--- src/rtl/uart_pkg.sv ---
`default_nettype none
// +--------------------------------------------------------------------------+
// | Module   : uart_pkg                                                      |
// | Brief    : Shared UART types and constants used by the RX and TX engines |
// | Revision : 1.0 - initial release                                         |
// +--------------------------------------------------------------------------+
package uart_pkg;

  localparam int DATA_BITS        = 8;
  localparam int BIT_TIME_DEFAULT = 5208;

  typedef enum logic [2:0] {
    IDLE    = 3'd0,
    START   = 3'd1,
    DATA    = 3'd2,
    PARITY  = 3'd3,
    STOP    = 3'd4,
    WAIT_HI = 3'd5
  } uart_state_e;

endpackage
`default_nettype wire

--- src/rtl/uart_rx_engine_if.sv ---
`default_nettype none
// +--------------------------------------------------------------------------+
// | Module   : uart_rx_engine_if                                             |
// | Brief    : Serial line, configuration and receive status bundle          |
// | Revision : 1.0 - initial release                                         |
// +--------------------------------------------------------------------------+
interface uart_rx_engine_if;
  import uart_pkg::*;

  logic                 rx;
  logic                 pen;
  logic                 odd;
  logic [DATA_BITS-1:0] rx_data;
  logic                 rx_done;
  logic                 perr;
  logic                 ferr;
  logic                 busy;

  modport master (
    input  rx, pen, odd,
    output rx_data, rx_done, perr, ferr, busy
  );

  modport slave (
    output rx, pen, odd,
    input  rx_data, rx_done, perr, ferr, busy
  );

endinterface
`default_nettype wire

--- src/rtl/uart_bit_timer.sv ---
`default_nettype none
// +--------------------------------------------------------------------------+
// | Module   : uart_bit_timer                                                |
// | Brief    : Reloading bit-time down-counter with half/full load and tick  |
// | Revision : 1.0 - initial release                                         |
// +--------------------------------------------------------------------------+
module uart_bit_timer #(
  parameter int BIT_TIME = uart_pkg::BIT_TIME_DEFAULT,
  parameter int CNT_W    = 16
) (
  input  wire logic clk,
  input  wire logic rst,
  input  wire logic load,
  input  wire logic half,
  output logic      tick
);

  localparam logic [CNT_W-1:0] c_full = CNT_W'(BIT_TIME - 1);
  localparam logic [CNT_W-1:0] c_half = CNT_W'(BIT_TIME / 2 - 1);
  localparam logic [CNT_W-1:0] c_one  = CNT_W'(1);

  logic [CNT_W-1:0] r_bit_cnt;

  // Free-running between loads: every zero is a tick and reloads a full bit.
  always_ff @(posedge clk or posedge rst) begin
    if (rst) begin
      r_bit_cnt <= '0;
    end else if (load) begin
      r_bit_cnt <= half ? c_half : c_full;
    end else if (r_bit_cnt == '0) begin
      r_bit_cnt <= c_full;
    end else begin
      r_bit_cnt <= r_bit_cnt - c_one;
    end
  end

  assign tick = (r_bit_cnt == '0);

endmodule
`default_nettype wire

--- src/rtl/uart_rx_engine.sv ---
`default_nettype none
// +--------------------------------------------------------------------------+
// | Module   : uart_rx_engine                                                |
// | Brief    : Oversampling UART receiver with parity and framing status     |
// | Revision : 1.0 - initial release                                         |
// +--------------------------------------------------------------------------+
module uart_rx_engine #(
  parameter int BIT_TIME = uart_pkg::BIT_TIME_DEFAULT,
  parameter int CNT_W    = 16
) (
  input  wire logic         clk,
  input  wire logic         rst,
  uart_rx_engine_if.master  bus
);
  import uart_pkg::*;

  localparam logic [2:0] c_last_idx = 3'(DATA_BITS - 1);
  localparam logic [2:0] c_idx_one  = 3'd1;

  logic                 r_sync1;
  logic                 r_rxs;
  uart_state_e          r_state;
  uart_state_e          w_next;
  logic                 w_tick;
  logic                 w_load;
  logic                 w_clr_idx;
  logic                 w_shift;
  logic                 w_cap_par;
  logic                 w_finish;
  logic [2:0]           r_idx;
  logic [DATA_BITS-1:0] r_shreg;
  logic                 r_pbit;
  logic [DATA_BITS-1:0] r_rx_data;
  logic                 r_rx_done;
  logic                 r_perr;
  logic                 r_ferr;

  // Two-flop synchronizer, idle-high so reset never looks like a start edge.
  always_ff @(posedge clk or posedge rst) begin
    if (rst) begin
      r_sync1 <= 1'b1;
      r_rxs   <= 1'b1;
    end else begin
      r_sync1 <= bus.rx;
      r_rxs   <= r_sync1;
    end
  end

  uart_bit_timer #(
    .BIT_TIME (BIT_TIME),
    .CNT_W    (CNT_W)
  ) u_bit_timer (
    .clk  (clk),
    .rst  (rst),
    .load (w_load),
    .half (1'b1),
    .tick (w_tick)
  );

  always_ff @(posedge clk or posedge rst) begin
    if (rst) begin
      r_state <= IDLE;
    end else begin
      r_state <= w_next;
    end
  end

  always_comb begin
    w_next    = r_state;
    w_load    = 1'b0;
    w_clr_idx = 1'b0;
    w_shift   = 1'b0;
    w_cap_par = 1'b0;
    w_finish  = 1'b0;
    case (r_state)
      IDLE: begin
        if (!r_rxs) begin
          w_next = START;
          w_load = 1'b1;
        end
      end
      START: begin
        if (w_tick) begin
          w_clr_idx = 1'b1;
          w_next    = r_rxs ? IDLE : DATA;
        end
      end
      DATA: begin
        if (w_tick) begin
          w_shift = 1'b1;
          if (r_idx == c_last_idx) begin
            w_next = bus.pen ? PARITY : STOP;
          end
        end
      end
      PARITY: begin
        if (w_tick) begin
          w_cap_par = 1'b1;
          w_next    = STOP;
        end
      end
      STOP: begin
        if (w_tick) begin
          w_finish = 1'b1;
          // Returning at mid-stop lets a back-to-back start edge be seen.
          w_next   = r_rxs ? IDLE : WAIT_HI;
        end
      end
      WAIT_HI: begin
        if (r_rxs) begin
          w_next = IDLE;
        end
      end
      default: w_next = IDLE;
    endcase
  end

  always_ff @(posedge clk or posedge rst) begin
    if (rst) begin
      r_idx     <= '0;
      r_shreg   <= '0;
      r_pbit    <= 1'b0;
      r_rx_data <= '0;
      r_rx_done <= 1'b0;
      r_perr    <= 1'b0;
      r_ferr    <= 1'b0;
    end else begin
      r_rx_done <= w_finish;
      if (w_clr_idx) begin
        r_idx <= '0;
      end else if (w_shift) begin
        r_idx <= r_idx + c_idx_one;
      end
      if (w_shift) begin
        r_shreg <= {r_rxs, r_shreg[DATA_BITS-1:1]};
      end
      if (w_cap_par) begin
        r_pbit <= r_rxs;
      end
      if (w_finish) begin
        r_rx_data <= r_shreg;
        r_ferr    <= ~r_rxs;
        // Odd sense flips the expected XOR of data plus parity from 0 to 1.
        r_perr    <= bus.pen & (^r_shreg ^ r_pbit ^ bus.odd);
      end
    end
  end

  assign bus.rx_data = r_rx_data;
  assign bus.rx_done = r_rx_done;
  assign bus.perr    = r_perr;
  assign bus.ferr    = r_ferr;
  assign bus.busy    = (r_state != IDLE) && (r_state != WAIT_HI);

endmodule
`default_nettype wire

--- src/flat_wrapper.sv ---
// flat-port wrapper written by rule: the top's interface ports become plain ports
module uart_rx_engine_flat import uart_pkg::*;
#(
  parameter int BIT_TIME = uart_pkg::BIT_TIME_DEFAULT,
  parameter int CNT_W    = 16
)
  (clk, rst, bus_rx, bus_pen, bus_odd, bus_rx_data, bus_rx_done, bus_perr, bus_ferr, bus_busy);
  uart_rx_engine_if bus_i ();
  input  wire logic clk;
  input  wire logic rst;
  input wire logic [$bits(bus_i.rx)-1:0] bus_rx;
  input wire logic [$bits(bus_i.pen)-1:0] bus_pen;
  input wire logic [$bits(bus_i.odd)-1:0] bus_odd;
  output wire logic [$bits(bus_i.rx_data)-1:0] bus_rx_data;
  output wire logic [$bits(bus_i.rx_done)-1:0] bus_rx_done;
  output wire logic [$bits(bus_i.perr)-1:0] bus_perr;
  output wire logic [$bits(bus_i.ferr)-1:0] bus_ferr;
  output wire logic [$bits(bus_i.busy)-1:0] bus_busy;
  assign bus_i.rx = bus_rx;
  assign bus_i.pen = bus_pen;
  assign bus_i.odd = bus_odd;
  assign bus_rx_data = bus_i.rx_data;
  assign bus_rx_done = bus_i.rx_done;
  assign bus_perr = bus_i.perr;
  assign bus_ferr = bus_i.ferr;
  assign bus_busy = bus_i.busy;
  uart_rx_engine #(.BIT_TIME(BIT_TIME), .CNT_W(CNT_W)) u_core (.clk(clk), .rst(rst), .bus(bus_i));
endmodule
--- config.mk ---
export PLATFORM = sky130hd
export DESIGN_NAME = uart_rx_engine_flat
export DESIGN_NICKNAME = d
export VERILOG_FILES = /design/src/rtl/uart_pkg.sv /design/src/rtl/uart_rx_engine_if.sv /design/src/rtl/uart_bit_timer.sv /design/src/rtl/uart_rx_engine.sv /design/src/flat_wrapper.sv
export SDC_FILE = /design/constraint.sdc
export NUM_CORES = 1
export LEC_CHECK = 0
export BUFFER_PORTS_ARGS = -buffer_cell sky130_fd_sc_hd__buf_2
export CORE_MARGIN = 5
export CORE_UTILIZATION = 27
export CTS_BUF_LIST = sky130_fd_sc_hd__clkbuf_8
export DETAILED_ROUTE_END_ITERATION = 7
export GPL_TIMING_DRIVEN = 0
export PLACE_DENSITY = 0.39
export SLEW_MARGIN = 20
export SYNTH_ARGS = -nofsm -noshare
export SYNTH_HDL_FRONTEND = slang
export SYNTH_HIERARCHICAL = 1
export SYNTH_SLANG_ARGS = --single-unit
--- constraint.sdc ---
create_clock -name clk -period 3.1 [get_ports clk]
set_input_delay 0.31 -clock clk [delete_from_list [all_inputs] [get_ports clk]]
set_output_delay 0.31 -clock clk [all_outputs]
set_load 0.05 [all_outputs]
# Yosys cells after proc, flatten, opt, wreduce, memory -nomap -nowiden

Cells that the tools add are included.

Register bits: 44
Input port bits: 5
Output and inout port bits: 12
Word-level logic and storage cells: 60

Add/subtract/negate cells: 2
Eq/ne operators: 14
Muxes and demuxes: 22
Bitwise gates (word level): 4
Reductions and logical operators: 7

Operators with widths:

| operator                | count |
|---|---|
| $mux W3                 | 11 |
| $mux W16                | 2 |
| $pmux W3 S6             | 1 |
| $logic_not A16 Y1       | 1 |
| $sub A16 B1 Y16 const B | 1 |
| $ne A2 B2 Y1 const B    | 5 |
| $eq A3 B3 Y1 const B    | 3 |
| $reduce_xor A8 Y1       | 1 |
| $mux W1                 | 7 |
| $reduce_and A7 Y1       | 1 |
| $eq A3 B2 Y1 const B    | 2 |
| $ne A2 B1 Y1 const B    | 2 |
| $add A3 B1 Y3 const B   | 1 |
| $eq A3 B1 Y1 const B    | 1 |
| $logic_not A3 Y1        | 1 |
| $ne A3 B3 Y1 const B    | 1 |
| $reduce_bool A3 Y1      | 1 |
| $mux W2                 | 1 |
| $reduce_bool A2 Y1      | 1 |
| $xor A1 B1 Y1           | 2 |
| $and A1 B1 Y1           | 1 |
| $logic_and A1 B1 Y1     | 1 |
| $not A1 Y1              | 1 |

# Depth between registers and ports, before layout

Gate-level depths: netlist of the first run.

Word-level depth: 5
Depth in mapped cells: 9
Gate-level depth less buffers: 9

# Modules after synthesis

Netlist of the first run, hierarchy kept.

By module, submodules not included:

| module         | instances | cells each | area each (µm²) |
|---|---|---|---|
| uart_rx_engine | 1         | 103        | 1353.8 |
| uart_bit_timer | 1         | 81         | 890.9 |

# Worst setup path before layout of the first run

Ideal clock, no wire load.

Path type: reg-to-reg
Start point: register u_core.u_bit_timer.r_bit_cnt[0]
End point: register u_core.r_rx_data[0], in the netlist u_core/bus.rx_data[0]
Library setup time: 125 ps
Arrival: 2532 ps
Setup slack: 444 ps
Stages on the path, launching flop included: 10
Period minus slack after synthesis: 2656 ps
Path through: dfrtp_1 -> inv_1 -> ha_1 -> nor3b_2 -> nand4b_2 -> nor3_1 -> inv_1 -> nor4b_2 -> buf_4 -> mux2_2

Longest elaborated chain between the ends: 3

RTL lines:

| element                   | line                  | source |
|---|---|---|
| start: declaration        | uart_bit_timer.sv:22  | `logic [CNT_W-1:0] r_bit_cnt;` |
| start signal: assignment  | uart_bit_timer.sv:29  | `r_bit_cnt <= half ? c_half : c_full;` |
| start signal: assignment  | uart_bit_timer.sv:31  | `r_bit_cnt <= c_full;` |
| start signal: assignment  | uart_bit_timer.sv:33  | `r_bit_cnt <= r_bit_cnt - c_one;` |
| $logic_not A16 Y1         | uart_bit_timer.sv:37  | `assign tick = (r_bit_cnt == '0);` |
| named net u_core.w_tick   | uart_rx_engine.sv:24  | `logic w_tick;` |
| $mux W1                   | uart_rx_engine.sv:103 | `if (w_tick) begin` |
| $mux W1                   | uart_rx_engine.sv:75  | `case (r_state)` |
| named net u_core.w_finish | uart_rx_engine.sv:29  | `logic w_finish;` |
| end signal: assignment    | uart_rx_engine.sv:141 | `r_rx_data <= r_shreg;` |
| end: declaration          | uart_rx_engine.sv:33  | `logic [DATA_BITS-1:0] r_rx_data;` |

The timed path passes the listed nets, and every way through them passes these cells.
A chain may end at the register's enable or synchronous reset.

# Worst setup path after layout of the first run

Start point: register u_core.u_bit_timer.r_bit_cnt[0]
End point: register u_core.r_rx_data[1], in the netlist u_core/bus.rx_data[1]

The elaborated chain is that of the path after synthesis.

==> flow_summary.toml, run 1 <==
[route]
wl_per_cell_um = 14.3
firstDrtPassIters = 4
wirelength_um = 4500
via_count = 1444
ant_nets = 0
via_per_inst = 4.60
drcViolationCount = 0
drt_iter0_drc = 18

[yosys]
synth_cells = 184
yosysMostFrequentCell = "dfrtp_1"
yosysWarnings = 6
ys_top_cells_by_count = "dfrtp_1, mux2_2, xor2_1"
async_reset_ff_frac = 1.00
synth-seq-cells = 44
netlist_area_sq_um = 2240
synth_edf_count = 0
ys.flop_type = "dfrtp_1"
synth_area_per_cell_sq_um = 12.2
yosys-top-cells-area = "dfrtp_1, mux2_2, xor2_1, xnor2_1, dfstp_2"
ys_seq_area_frac = 0.492
synth.distinct_cells = 52
synth_top_area_cell = "dfrtp_1"
synth_top_area_frac = 0.468

[floorplanning]
ios = 17
dieArea_sq_um = 10200
start_util = 0.275
core_sq_um = 8180
die_h_um = 101
rows = 33
fp.dieW_um = 101

[placed_design]
placed_cells = 306
place_congestion = 0.687
port_buffers = 16
pre_cts_slack_ns = -0.102
dp_hpwl_um = 3100

[setup_path]
worstPathCellList = "inv_1 > ha_1 > nor3b_4 > nand4b_4 > nor3_4 > inv_1 > nor4b_2 > buf_4 > mux2_2"
crit_arrival_ns = 3.04
critPathKind = "reg2reg"
end_kind = "register"
r2r-start = "u_core/u_bit_timer/r_bit_cnt[0]"
cp-start-kind = "register"
slowest_stage = "dfrtp_1"
crit_top_cell = "inv_1"
rrSetupSlack_ns = 0.25
cpPeakStageDelay_ns = 0.44
reg2reg_depth = 9
critPathMaxFanout = 10
worstReg2RegEnd = "u_core/bus.rx_data[1]"
worstPathRequired_ns = 3.29

[timing]
fin_ws_ns = 0.250
rsz0062_at_grt = "false"
setup_viol = 0
finalHoldViolations = 0
fin_worst_skew_ns = 0.00672
slew_headroom = 0.555
fin_crit_sh = 0.919
worst_hold_slack_ns = 0.0919
max_freq_mhz = 351
worstMarginPinSlew_ns = 0.667
timing.final.crit_period_ns = 2.85
drv_slew = 0

[grt]
first_global_vias = 1567
grtUsageMet3 = 0.0262
gr-usage-met2 = 0.151
grt-ovfl-total = 0
grt_max_degree = 29
top_usage_layer = "met2"
antenna_found_initial = 0
grt_pass1_wl_um = 7730
grtUsageMet1 = 0.129
gr-usage-all-layers = 0.0971

[clock_tree]
root_buffer = "clkbuf_8"
htree_levels = 2
cts_tree = "yes"
cts_buffer_depth = 2
cts_buffers = 5
postCtsSetupBuffers = 0
cts_sinks = 44
clk_pin_slew_ns = 0.09
clkLatencyLatePin_ns = 0.30

[final_layout]
drive_gt1_frac = 0.311
diodes = 0
fillers = 855
finish.utilization = 0.319
area_growth_pct = 16.2
instances_no_fill = 314
nets = 216

[power_and_ir_drop]
p_leak_nw = 1.19
p_per_area_nw_per_um2 = 413
ir_drop_v = 0.000171

[status]
status = "complete, no violations"

[flow_run]
cap_violations = 0

[worst_hold_path]
hold_path_class = "in2async"
-- kinds of logic (layout without fill, tap and decap cells) --
kind of cell | after synthesis | after routing | synth area share
DFF | 44 | 44 | 0.492
and+or+nand+nor | 44 | 44 | 0.148
AOI/OAI and AO/OA | 35 | 35 | 0.122
muxes | 21 | 21 | 0.104
xor gates and xnor gates | 20 | 20 | 0.0842
buffers and inverters | 16 | 40 | 0.0323
adders and majority gates | 3 | 3 | 0.0167
other | 1 | 2 | 0.00167
-- area by class of cell --
cell class	count	area [sq um]	share of cell area
Sequential cell	44	1100	0.423
Multi-Input combinational cell	125	1100	0.421
Tap cell	105	131	0.0504
Clock buffer	6	82.6	0.0317
Timing Repair Buffer	16	80.1	0.0307
Clock inverter	2	38.8	0.0149
Buffer	7	38.8	0.0149
Inverter	9	33.8	0.0130
-- per-layer routing --
layer / part of all wire / up-vias
li1: - / 701
met1: 0.51 / 717
met2: 0.45 / 18
met3: 0.032 / 8
met4: 0.016 / 0
met5: 0 / -
-- worst max path at each step --
stage	startpoint	end	cells after the start
2_1_floorplan	u_core/u_bit_timer/r_bit_cnt[0]	u_core/bus.rx_data[0]	9
3_3_place_gp	u_core/u_bit_timer/r_bit_cnt[0]	u_core/bus.rx_data[6]	9
3_5_place_dp	u_core/u_bit_timer/r_bit_cnt[0]	u_core/bus.rx_data[3]	9
4_1_cts	u_core/u_bit_timer/r_bit_cnt[0]	u_core/bus.rx_data[3]	9
5_1_grt	u_core/u_bit_timer/r_bit_cnt[0]	u_core/bus.rx_data[6]	9
6_report	u_core/u_bit_timer/r_bit_cnt[0]	u_core/bus.rx_data[1]	9
-- critical path: cells and delay by family (launching register included) --
family / cells / cell delay (ns)
adder cells (fa/ha/maj): 1 / 0.24
AND/OR/NAND/NOR: 4 / 1.19
flip-flops: 1 / 0.44
multiplexers: 1 / 0.35
buffers and inverters: 3 / 0.51
-- state kept, by name, indices dropped and copies added, names as in the netlist, 3 cells and up --
signal                        flops
u_core/u_bit_timer/r_bit_cnt     16
u_core/bus.rx_data                8
u_core/r_shreg                    8
u_core/r_idx                      3
u_core/r_state                    3
-- power by group --
part | switching, mW | leakage, nW | total (mW) | internal [mW]
registers | 0.00156 | 0.572 | 0.577 | 0.576
logic | 0.0161 | 0.558 | 0.0216 | 0.00546
clock network | 0.214 | 0.0614 | 0.478 | 0.264
total | 0.232 | 1.19 | 1.08 | 0.845
-- per-stage QoR --
stage               power, mW  TNS, ns  cell area (sq um)
finish                   1.08        0               2610
CTS                      1.10        0               2590
floorplan               0.602        0               2250
global placement        0.612    -1.14               2460
global route             1.12        0               2610
detailed placement      0.612   -0.919               2460
-- cells in the final DEF (no fill, tap or decap), types with 2 or more instances in the layout --
cell and n:
mux2i_1 2, dfstp_2 2, o21ai_0 5, o31ai_1 2, o41ai_1 2, o311ai_0 2
nor4_4 2, nand2b_1 2, buf_2 17, dfrtp_1 42, a21oi_1 5, nand3b_1 2
a21boi_0 4, nor3_1 3, xor2_1 10, ha_1 3, conb_1 2, nor3_4 2
nand2_1 8, mux2_2 19, xnor2_1 9, a22o_1 5, nor2_1 9, nand3_1 2
clkbuf_1 4, inv_1 8, or3_1 2, clkbuf_8 6
-- what timing repair did --
| action | in CTS | in global routing |
|---|---|---|
| endpoints found under the setup margin | 15 | 15 |
| gates resized for setup | 1 | 3 |
| hold buffers | 0 | 0 |
| hold endpoints to repair | 0 | 0 |
(Power assumes the default switching activity.)
==> run 2, diff against run 1 <==
Settings changed: ABC_AREA from default to 1.
==> run 2 against run 1 <==
Global-route usage up 0.85 points. Wire length rose by 10%. Non-clock buffer count is 4 lower. Area after synthesis rose by 2.7%. Critical path depth rose by 1. Worst setup slack improved by 0.37 ns. Via count is 26% higher. Power rose by 76%. Design area is 1.3% higher. Hold slack lost 0.0042 ns. Sequential power increased by 35%. Critical endpoint is now u_core/r_shreg[3]. Largest power group unchanged. Highest routed layer unchanged.
==> flow_summary.toml, run 2 <==
[grt]
gr-usage-all-layers = 0.106
grt-ovfl-total = 0
grt_pass1_wl_um = 8630
first_global_vias = 1801
antenna_found_initial = 0
grt_max_degree = 29

[clock_tree]
cts_buffer_depth = 2
cts_tree = "yes"
cts_buffers = 5
cts_hold_buf = 0
cts_sinks = 44
clkLatencyLatePin_ns = 0.30
cts.repair.resized = 0
root_buffer = "clkbuf_8"
clk_pin_slew_ns = 0.09
postCtsSetupBuffers = 0
htree_levels = 2

[flow_run]
cap_violations = 0

[route]
drt_iter0_drc = 71
wirelength_um = 4960
drcViolationCount = 0
via_count = 1819
ant_nets = 0
wl_per_cell_um = 11.7
via_per_inst = 4.29
firstDrtPassIters = 4

[timing]
max_freq_mhz = 404
fin_ws_ns = 0.624
fin_crit_sh = 0.799
worstMarginPinSlew_ns = 0.663
slew_headroom = 0.557
setup_viol = 0
rsz0062_at_grt = "false"
finalHoldViolations = 0
drv_slew = 0
fin_worst_skew_ns = 0.0128
setup_tns_ns = 0
timing.final.crit_period_ns = 2.48

[setup_path]
path_delay_family = "simple AND/OR/NAND/NOR gates"
critPathBufInv = 3
end_kind = "register"
r2r-start = "u_core/u_bit_timer/r_bit_cnt[0]"
critPathMaxFanout = 10
crit_top_cell = "inv_1"
worstPathRequired_ns = 3.29
worstPathCellList = "inv_1 > ha_1 > nand2_2 > nor2_8 > nand2_1 > nor4_2 > inv_1 > nor2_4 > buf_4 > o21ai_0"
cpPeakStageDelay_ns = 0.47
critPathKind = "reg2reg"
slowest_stage = "nor4_2"
crit_start = "u_core/u_bit_timer/r_bit_cnt[0]"
crit_arrival_ns = 2.66
cp-start-kind = "register"

[yosys]
synth_cells = 294
yosysWarnings = 6
netlist_area_sq_um = 2310
async_reset_ff_frac = 1.00
yosys-top-cells-area = "dfrtp_1, nand2_1, inv_1, o21ai_0, nand3_1"
synth_area_per_cell_sq_um = 7.84
ys_top_cells_by_count = "nand2_1, dfrtp_1, inv_1"
synth-seq-cells = 44
yosysMostFrequentCell = "nand2_1"
synth_top_area_cell = "dfrtp_1"
synth.distinct_cells = 32
synth_top_area_frac = 0.456
ys.flop_type = "dfrtp_1"
synth_edf_count = 0
ys_seq_area_frac = 0.479

[status]
status = "complete, no violations"

[floorplanning]
start_util = 0.279
die_h_um = 102
ios = 17
dieArea_sq_um = 10500
rows = 33
core_sq_um = 8260
fp.dieW_um = 102

[final_layout]
nets = 326
fillers = 911
drive_gt1_frac = 0.157
diodes = 0
area_growth_pct = 14.6
mostFrequentLayoutCells = "nand2_1, dfrtp_1, inv_1, o21ai_0, nor2_1"
final_common_cell = "nand2_1"
regMostFlops = "u_core/u_bit_timer/r_bit_cnt"
largest_reg_flops = 16

[placed_design]
dp_hpwl_um = 3690
port_buffers = 16
pre_cts_slack_ns = 0.598
place_congestion = 0.738

[power_and_ir_drop]
p_per_area_nw_per_um2 = 719
ir_drop_v = 0.000212
p_leak_nw = 1.37

[worst_hold_path]
hold_path_class = "in2async"
-- run 2: stage by stage --
stage	util	cell area (sq um)	instances	power, mW	hold slack [ns]
3_5_place_dp	0.305	2520	416	1.45	0.348
3_3_place_gp	0.305	2520	416	1.45	0.346
2_1_floorplan	-	2310	295	1.31	0.224
6_report	0.320	2640	424	1.90	0.0877
5_1_grt	0.320	2640	424	2.06	0.0815
4_1_cts	0.320	2640	424	1.94	0.0823
-- run 2: final timing paths --
check	end	slack, ns	depth (start not counted)
max	u_core/r_shreg[3]	0.62	10
min	u_core/r_shreg[6]	0.09	2
max reg2reg	u_core/r_shreg[3]	0.62	10
min reg2reg	u_core/r_rxs	0.36	0
max in group asynchronous	u_core/u_bit_timer/r_bit_cnt[10]	2.56	2
min in group clk	u_core/r_sync1	0.10	1
-- run 2: per-layer routing --
| metal | up-vias | share of wire | global-route usage | routed length (um) |
|---|---|---|---|---|
| met2 | 13 | 0.49 | 0.177 | 2440 |
| li1 | 973 | - | - | - |
| met1 | 828 | 0.47 | 0.135 | 2340 |
| met5 | - | 0 | 0 | 0 |
| met4 | 0 | 0.012 | 0.0363 | 57 |
| met3 | 5 | 0.023 | 0.0218 | 116 |
-- run 2: kinds of logic (layout without fill, tap and decap cells) --
logic type / count (synthesis) / in the layout / share of synthesized area
simple gates: 163 / 163 / 0.325
xor+xnor: 8 / 8 / 0.0304
compound gates: 34 / 34 / 0.0792
fa+ha+maj: 3 / 3 / 0.0163
other cells: 1 / 2 / 0.00163
buf+inv: 41 / 65 / 0.0689
flops: 44 / 44 / 0.479
-- run 2: final cells by class --
| class | instances | area, sq um | area share |
|---|---|---|---|
| Tap cell | 105 | 131 | 0.0497 |
| Timing Repair Buffer | 16 | 80.1 | 0.0303 |
| Multi-Input combinational cell | 210 | 1050 | 0.396 |
| Clock inverter | 2 | 38.8 | 0.0147 |
| Clock buffer | 6 | 82.6 | 0.0313 |
| Inverter | 38 | 143 | 0.0540 |
| Sequential cell | 44 | 1100 | 0.418 |
| Buffer | 3 | 16.3 | 0.00616 |
-- run 2: power by group --
part	leakage [nW]	internal (mW)	switching (mW)	total, mW
Combinational	0.727	0.215	0.435	0.650
Clock	0.0614	0.264	0.210	0.474
Sequential	0.577	0.680	0.0972	0.777
==> run 3, diff against run 2 <==
Settings changed: ABC_AREA 1 to 0.
Clock period 3.1 ns to 2.55 ns, I/O delays scaled along.
==> run 3 against run 2 <==
Wire length is 8.0% lower. Clock skew is 0.0044 ns lower. Global-route usage is 0.95 points lower. Sequential cell count stayed put. Hold slack worse by 0.047 ns. Worst setup slack worse by 0.45 ns. Sequential power is 9.7% lower. Design area hardly changed. Critical endpoint is now u_core/bus.rx_data[1].
==> flow_summary.toml, run 3 (synthesis results as in run 1) <==
[status]
status = "complete, no violations"

[placed_design]
dp_hpwl_um = 3070
placed_cells = 306
pre_cts_slack_ns = -0.429
place_congestion = 0.685
port_buffers = 16

[setup_path]
worstPathCellList = "inv_1 > ha_2 > nor3b_4 > nand4b_4 > nor3_4 > inv_2 > nor4b_4 > buf_6 > mux2_2"
path_delay_family = "simple AND/OR/NAND/NOR gates"
critPathBufInv = 3
worstPathRequired_ns = 2.73
rrSetupSlack_ns = 0.17
crit_arrival_ns = 2.56
critPathMaxFanout = 5
slowest_stage = "dfrtp_2"
reg2reg_depth = 9
critPathKind = "reg2reg"
worstReg2RegEnd = "u_core/bus.rx_data[1]"
cp-start-kind = "register"
cpPeakStageDelay_ns = 0.44
r2r-start = "u_core/u_bit_timer/r_bit_cnt[0]"
end_kind = "register"

[final_layout]
drive_gt1_frac = 0.343
mostFrequentLayoutCells = "dfrtp_1, mux2_2, buf_2, xor2_1"
nets = 223
final_common_cell = "dfrtp_1"
regArea_sq_um = 1100
largest_reg_flops = 16
regMostFlops = "u_core/u_bit_timer/r_bit_cnt"
multi_input_area_sq_um = 1110
fillers = 852
area_growth_pct = 17.8
instances_no_fill = 321
diodes = 0

[power_and_ir_drop]
ir_drop_v = 0.000212
power_frac_seq = 0.609
pwr-share-comb = 0.023
power.net_switching_uw = 258
clkPwrFrac = 0.368
p_leak_nw = 1.22
switching_share = 0.224
p_int_uw = 894
p_per_area_nw_per_um2 = 436

[clock_tree]
root_buffer = "clkbuf_8"
htree_levels = 2
clkLatencyLatePin_ns = 0.29
clk_pin_slew_ns = 0.08
cts_buffer_depth = 2
cts_tree = "yes"
cts_hold_buf = 0
cts_buffers = 5
cts_sinks = 44

[timing]
fin_crit_sh = 0.933
max_freq_mhz = 420
fin_ws_ns = 0.171
drv_slew = 0
setup_viol = 0
rsz0062_at_grt = "false"
fin_worst_skew_ns = 0.00841
worstMarginPinSlew_ns = 0.676
slew_headroom = 0.549
finalHoldViolations = 0
timing.final.crit_period_ns = 2.38

[floorplanning]
ios = 17
core_sq_um = 8180
rows = 33
die_h_um = 101
dieArea_sq_um = 10200
fp.dieW_um = 101
start_util = 0.275

[grt]
grtUsageMet3 = 0.0241
gr-usage-met2 = 0.153
grt_max_degree = 29
grt-ovfl-total = 0
first_global_vias = 1547
gr-usage-all-layers = 0.0961
grt_pass1_wl_um = 7680
grtUsageMet1 = 0.128
top_usage_layer = "met2"
antenna_found_initial = 0

[route]
firstDrtPassIters = 4
via_count = 1485
via_per_inst = 4.63
wl_per_cell_um = 14.2
drcViolationCount = 0
ant_nets = 0
wirelength_um = 4560
drt_iter0_drc = 28

[flow_run]
cap_violations = 0

[worst_hold_path]
hold_path_class = "in2async"
==> run 3: area by class of cell <==
type | count | area share
Buffer | 7 | 0.0161
Clock buffer | 5 | 0.0260
Sequential cell | 44 | 0.418
Inverter | 9 | 0.0128
Tap cell | 105 | 0.0497
Clock inverter | 3 | 0.00615
Multi-Input combinational cell | 125 | 0.420
Timing Repair Buffer | 23 | 0.0516
==> run 3: power by group through the flow <==
stage                     sequential, mW  clock (mW)  combinational [mW]
after CTS                          0.702       0.459              0.0280
after floorplan                    0.715           0              0.0172
after detailed placement           0.716           0              0.0280
final                              0.702       0.424              0.0259
after global routing               0.703       0.485              0.0307
after global placement             0.716           0              0.0282
==> run 3: how the worst max path moves through the flow <==
stage / from / end / slack, ns / depth (start not counted)
2_1_floorplan: u_core/u_bit_timer/r_bit_cnt[0] / u_core/bus.rx_data[0] / 0.04 / 9
3_3_place_gp: u_core/u_bit_timer/r_bit_cnt[0] / u_core/bus.rx_data[4] / -0.44 / 9
3_5_place_dp: u_core/u_bit_timer/r_bit_cnt[0] / u_core/bus.rx_data[1] / -0.43 / 9
4_1_cts: u_core/u_bit_timer/r_bit_cnt[0] / u_core/bus.rx_data[1] / 0.02 / 9
5_1_grt: u_core/u_bit_timer/r_bit_cnt[0] / u_core/bus.rx_data[1] / 0.04 / 9
6_report: u_core/u_bit_timer/r_bit_cnt[0] / u_core/bus.rx_data[1] / 0.17 / 9
==> run 3: stage by stage <==
step	utilization	power [mW]	TNS (ns)	hold WS (ns)	area (sq um)
detailed placement	0.302	0.744	-6.93	0.348	2460
CTS	0.321	1.19	0	0.0322	2620
finish	0.323	1.15	0	0.0403	2640
floorplan	-	0.732	0	0.169	2250
global route	0.323	1.22	0	0.0296	2640
global placement	0.302	0.744	-7.24	0.346	2460
==> run 3: what timing repair did <==
action                                 in CTS  in global routing
gates resized for setup                     5                  6
endpoints found under the hold margin       0                  0
buffers inserted                            5                  1
pin swaps                                   3                  2
gates cloned                                0                  1
setup endpoints to repair                  24                 16
==> run 3: routing by layer <==
layer	share of wire	vias up	wire, um
met5	0	-	0
met4	0.013	0	58
met3	0.030	5	137
met2	0.46	21	2100
met1	0.50	740	2260
li1	-	719	-
